$ cat src/rtl/lfsr_checker_sat_counter.sv
// sat_counter: saturating event counter with a synchronous clear.
//   clk_i  in   clock, rising edge
//   rst_i  in   synchronous active-high reset; the count goes to 0
//   inc_i  in   count one event
//   clr_i  in   clear the count. If clr_i and inc_i arrive together, the count
//               becomes 1, so the coincident event is kept.
//   cnt_o  out  current count; it holds at all-ones and never wraps
module sat_counter #(
  parameter int unsigned W = 16
) (
  input  logic         clk_i,
  input  logic         rst_i,
  input  logic         inc_i,
  input  logic         clr_i,
  output logic [W-1:0] cnt_o
);

  logic [W-1:0] cnt_q, cnt_d;

  always_comb begin
    cnt_d = cnt_q;
    if (clr_i)                      cnt_d = inc_i ? W'(1) : '0;
    else if (inc_i && cnt_q != '1)  cnt_d = cnt_q + W'(1);
  end

  always_ff @(posedge clk_i) begin
    if (rst_i) cnt_q <= '0;
    else       cnt_q <= cnt_d;
  end

  assign cnt_o = cnt_q;

endmodule

$ cat config.mk
export PLATFORM = sky130hd
export DESIGN_NAME = sat_counter
export DESIGN_NICKNAME = d
export VERILOG_FILES = /design/src/rtl/lfsr_checker_sat_counter.sv
export SDC_FILE = /design/constraint.sdc
export NUM_CORES = 1
export LEC_CHECK = 0
export BUFFER_PORTS_ARGS = -buffer_cell sky130_fd_sc_hd__clkbuf_2
export CAP_MARGIN = 0
export CORE_MARGIN = 2
export CORE_UTILIZATION = 46
export CTS_CLUSTER_SIZE = 24
export DETAILED_ROUTE_END_ITERATION = 7
export GPL_ROUTABILITY_DRIVEN = 0
export PLACE_DENSITY = 0.73
export REMOVE_ABC_BUFFERS = 1
export SYNTH_ARGS = -nofsm -noshare
export SYNTH_HDL_FRONTEND = slang
export SYNTH_SLANG_ARGS = --single-unit
$ cat constraint.sdc
create_clock -name clk_i -period 1.7 [get_ports clk_i]
set_input_delay 0.425 -clock clk_i [delete_from_list [all_inputs] [get_ports clk_i]]
set_output_delay 0.425 -clock clk_i [all_outputs]
set_load 0.01 [all_outputs]
======== After elaboration in Yosys (flattened, before gate mapping) ========
Cells that the tools add are included.
operators by class
  reductions and logical operators ........ 2
  muxes and demuxes ....................... 3
  add/subtract/negate cells ............... 1
  equality and inequality tests ........... 1
operators by type and width
  operator                                       number
  two-way mux 16 bit                             2
  adder 16 x 1 -> 16 bit, second input constant  1
  inequality test 16 bit, second input constant  1
  nonzero test 2 bit                             1
  logical AND 1 bit                              1
  two-way mux 1 bit                              1
word-level totals
  logic and storage cells ................. 8
  input port bits ......................... 4
  flip-flop bits (word level) ............. 16
  output and inout bits ................... 16

======== Depth between registers and ports, before layout ========
  depth after elaboration ................. 4
  depth in mapped cells ................... 6
  depth with buffers taken out ............ 5

======== Worst setup path after synthesis ========
No wires, ideal clock.
  kind .................................... flip-flop to flip-flop
  start point ............................. register cnt_q[0] (netlist: cnt_o[0])
  end point ............................... register cnt_q[10] (netlist: cnt_o[10])
  arrival time ............................ 1.726 ns
  period minus slack after synthesis ...... 1.797 ns
  required time ........................... 1.629 ns
  stages on the path, launching flop included .. 7
  slack ................................... -0.097 ns
  buffers on the path ..................... 1
  setup time .............................. 0.071 ns
  path through ............................ dfxtp_1 > ha_1 > nand2_1 > or3_1 > clkbuf_2 > or4_1 > a21oi_1
between the ends
  word-level cells in the longest chain between the ends .. 3
  elaborated cells between the ends (all ways) .. 6
  classes of those cells .................. add/sub: 1; eq/ne: 1; mux: 2; reduce/logical: 2
RTL lines
  item                                                                     line  text
  start: declaration                                                       18    logic [W-1:0] cnt_q, cnt_d;
  start signal: assignment                                                 28    else cnt_q <= cnt_d;
  adder 16 x 1 -> 16 bit / inequality test 16 bit (equally long branches)  23    else if (inc_i && cnt_q != '1) cnt_d = cnt_q + W'(1);
  two-way mux 16 bit / logical AND 1 bit (equally long branches)           23
  two-way mux 16 bit / nonzero test 2 bit (equally long branches)          -
Several ways; a longest one is shown, not always the timed one. The select of a mux whose other input is x is not followed.
A chain may end at the register's enable or synchronous reset.

======== Worst setup path in the final report ========
  start point ............................. register cnt_q[3] (netlist: cnt_o[3])
  end point ............................... register cnt_q[8] (netlist: cnt_o[8])
Same word-level chain as after synthesis.

==> PnR_summary.wiki <==
{| class="wikitable"
! Metric !! Value
|-
| Number of buffers added for setup after CTS || 0
|-
| Number of warning messages in the yosys log || 0
|-
| Sequential group share of total power || 0.558
|-
| TritonCTS sink count || 16
|-
| Share of power burned in the clock network || 0.385
|-
| Worst skew pair latency || 0.30 ns
|-
| Distinct cell type count of the synthesized netlist || 33
|-
| Pin count of the biggest net entering global routing || 12
|-
| Number of hold violations in the final report || 0
|-
| Part of the power in combinational logic || 0.057
|-
| Clock tree root driver cell || sky130_fd_sc_hd__clkbuf_4
|-
| DRT Wirelength || 2397 um
|-
| Min Tclk post-route || 1.644 ns
|-
| Data arrival, critical path || 1.88 ns
|-
| Category of the most critical setup path || reg2reg
|-
| First-pass GRT wire length || 3615 um
|-
| Cell Rows || 15
|-
| Clock transition time at the flip-flop clock pins of the worst setup and hold paths || 0.10 ns
|-
| Rel. slew slack || 0.7604
|-
| Most common cell in the netlist || sky130_fd_sc_hd__dfxtp_1
|-
| Starting Density || 0.4870
|-
| H-tree Lvls || 1
|-
| Final setup slack of the worst path || 0.05647 ns
|-
| Worst setup timing slack at the placement stage || -0.09656 ns
|-
| Via-per-instance ratio || 5.827
|-
| DRC errors left || 0
|-
| Total net switching power || 0.1571 mW
|-
| Routed length per placed instance || 14.27 um
|-
| Sum of negative setup slack || 0 ns
|-
| TritonCTS clock tree || done
|-
| Number of buffers inserted by port buffering || 19
|-
| Total global routing overflow || 0
|-
| Share of final-layout standard cells stronger than drive strength 1 || 0.4545
|-
| Total via count after detailed routing || 979
|-
| Max clock buf depth || 2
|-
| Data required, critical path || 1.94 ns
|-
| Netlist area before placement || 840.8 um2
|-
| Type of the worst min-delay path || in2reg
|-
| Synth area leaders || sky130_fd_sc_hd__dfxtp_1 38%, sky130_fd_sc_hd__a21oi_1 6.5%, sky130_fd_sc_hd__nand3_1 5.4%
|-
| Worst IR Drop VDD || 355.5 uV
|-
| Worst hold slack || 0.4706 ns
|-
| Fraction of registers with async set or reset after synthesis || 0
|-
| Antenna violations before repair || 0
|-
| Maximum fanout count along the critical path || 7
|-
| Worst Clk Skew || 0.007173 ns
|-
| CP max-delay cell || sky130_fd_sc_hd__or4_4
|-
| Primary FF master, synth || sky130_fd_sc_hd__dfxtp_1
|-
| Post-synthesis cell type with the largest combined area || sky130_fd_sc_hd__dfxtp_1
|-
| Actual transition at the worst max-transition pin || 0.3580 ns
|-
| Commonest cells in the netlist || 16 x sky130_fd_sc_hd__dfxtp_1, 11 x sky130_fd_sc_hd__a21oi_1, 9 x sky130_fd_sc_hd__nand3_1
|-
| Worst stage delay on the critical path || 0.49 ns
|-
| Total power || 0.6804 mW
|-
| HPWL after DPL || 1760 um
|-
| Total track usage || 0.2308
|-
| Die area || 2186 um2
|-
| Instance count of the mapped netlist || 99
|-
| Power per standard cell area || 551.5 nW/um2
|-
| Final-report max-slew violation count || 0
|-
| Share of the cycle needed by the critical path after routing || 0.9668
|-
| Largest register FFs || 16
|-
| X dimension of the die || 46.76 um
|-
| Number of buffers inserted by hold repair at cts || 0
|-
| Initial DRC count || 43
|-
| Number of global-route vias before repair || 856
|-
| Number of iterations in the first detailed-routing pass || 4
|-
| Number of antenna repair diodes || 0
|-
| Leak Pwr || 0.4825 nW
|-
| Proportion of total power due to net switching || 0.2309
|-
| Total core area || 1727 um2
|-
| Startpoint class of the critical path || register
|-
| Final nets || 149
|-
| Number of synthesized register bits || 16
|-
| Design internal power || 0.5233 mW
|-
| Synthesis-to-layout area growth || 46.73%
|-
| Fmax || 608.4 MHz
|-
| Vert. Die Dim || 46.76 um
|-
| Nature of the critical path endpoint || register
|-
| Post-Syn Area per Cell || 8.493 um2
|-
| Cells traversed along the worst timing path || nand4_4 -> or3_4 -> or4_4 -> a21oi_2
|-
| Number of buffers inserted during clock tree synthesis || 3
|-
| Number of primary I/O pins || 20
|-
| Proportion of netlist area held by the largest area contributor || 0.3810
|-
| Post-route ant nets || 0
|-
| Number of enable flip-flop cells after synthesis || 0
|-
| Post-synthesis sequential area ratio || 0.3810
|-
| Final setup violation count || 0
|-
| Result of the run || finished, final reports clean
|-
| # Max-Cap Violations || 0
|}
## cells by family (layout without fill, tap and decap cells)
family,after synthesis,count (layout),share of synthesized area
AOI/OAI and AO/OA,29,29,0.2262
adders and majority gates,1,1,0.01488
buffers and inverters,9,53,0.05058
muxes,1,1,0.01191
DFF,16,16,0.3810
and+or+nand+nor,43,43,0.3155
## placed cells by master (no fill, tap or decap), types with 2 or more instances in the layout
master / Yosys / layout
sky130_fd_sc_hd__a21oi_2: 0 / 2
sky130_fd_sc_hd__nand3_1: 9 / 9
sky130_fd_sc_hd__clkbuf_4: 0 / 3
sky130_fd_sc_hd__or3_4: 0 / 2
sky130_fd_sc_hd__inv_1: 5 / 5
sky130_fd_sc_hd__o211a_1: 2 / 2
sky130_fd_sc_hd__o31ai_1: 6 / 6
sky130_fd_sc_hd__dfxtp_1: 16 / 12
sky130_fd_sc_hd__nand2_1: 5 / 4
sky130_fd_sc_hd__dfxtp_2: 0 / 4
sky130_fd_sc_hd__or4_1: 6 / 5
sky130_fd_sc_hd__nor2_1: 3 / 3
sky130_fd_sc_hd__buf_4: 0 / 25
sky130_fd_sc_hd__nor3_1: 4 / 4
sky130_fd_sc_hd__nor4_1: 3 / 2
sky130_fd_sc_hd__clkbuf_2: 1 / 19
sky130_fd_sc_hd__o21ai_0: 4 / 4
sky130_fd_sc_hd__nand4_1: 3 / 3
sky130_fd_sc_hd__or4_4: 1 / 2
sky130_fd_sc_hd__a21oi_1: 11 / 9
## power by group through the flow
stage	Clock, mW	Sequential [mW]	Combinational [mW]
after floorplan	0	0.389	0.0120
after global placement	0	0.387	0.0303
after detailed placement	0	0.387	0.0314
after CTS	0.261	0.379	0.0330
after global routing	0.277	0.380	0.0415
final	0.262	0.380	0.0388
## area by class of cell
| cell class | instances | area (um2) |
|---|---|---|
| Multi-Input combinational cell | 74 | 539.3 |
| Fill cell | 144 | 493.0 |
| Sequential cell | 16 | 325.3 |
| Timing Repair Buffer | 44 | 282.8 |
| Clock buffer | 4 | 36.28 |
| Tap cell | 25 | 31.28 |
| Inverter | 5 | 18.77 |
## worst max-delay path, delay by kind of cell (launching register included)
kind,cells,cell delay [ns]
AO/OA/AOI/OAI,1,0.14
flip-flops,1,0.38
AND/OR/NAND/NOR,3,1.07
## final timing paths
path | slack (ns) | to | from | depth (start not counted)
worst max register to register | 0.06 | cnt_o[8] | cnt_o[3] | 4
worst min-delay path | 0.47 | cnt_o[0] | rst_i | 3
worst max-delay path | 0.06 | cnt_o[8] | cnt_o[3] | 4
worst min register to register | 0.52 | cnt_o[5] | cnt_o[5] | 2
## per-layer routing
metal,track usage,wire [um]
met5,0,0
met4,0.07222,34
met3,0.03846,131
met2,0.4278,1217
met1,0.2706,1014
## stage by stage
| stage | area (um2) | std cells | utilization |
|---|---|---|---|
| final | 1234 | 168 | 0.7145 |
| after global routing | 1234 | 168 | 0.7145 |
| after CTS | 1181 | 168 | 0.6841 |
| after detailed placement | 1131 | 164 | 0.6551 |
| after global placement | 1131 | 164 | 0.6551 |
| after floorplan | 817.0 | 95 | - |
## timing repair
| action | 4_1_cts | 5_1_grt |
|---|---|---|
| gates cloned | 0 | 0 |
| gates resized for setup | 4 | 12 |
| endpoints found under the setup margin | 3 | 7 |
| hold endpoints to repair | 0 | 0 |
| pin swaps | 0 | 2 |
Power figures use the tool's default switching activity.
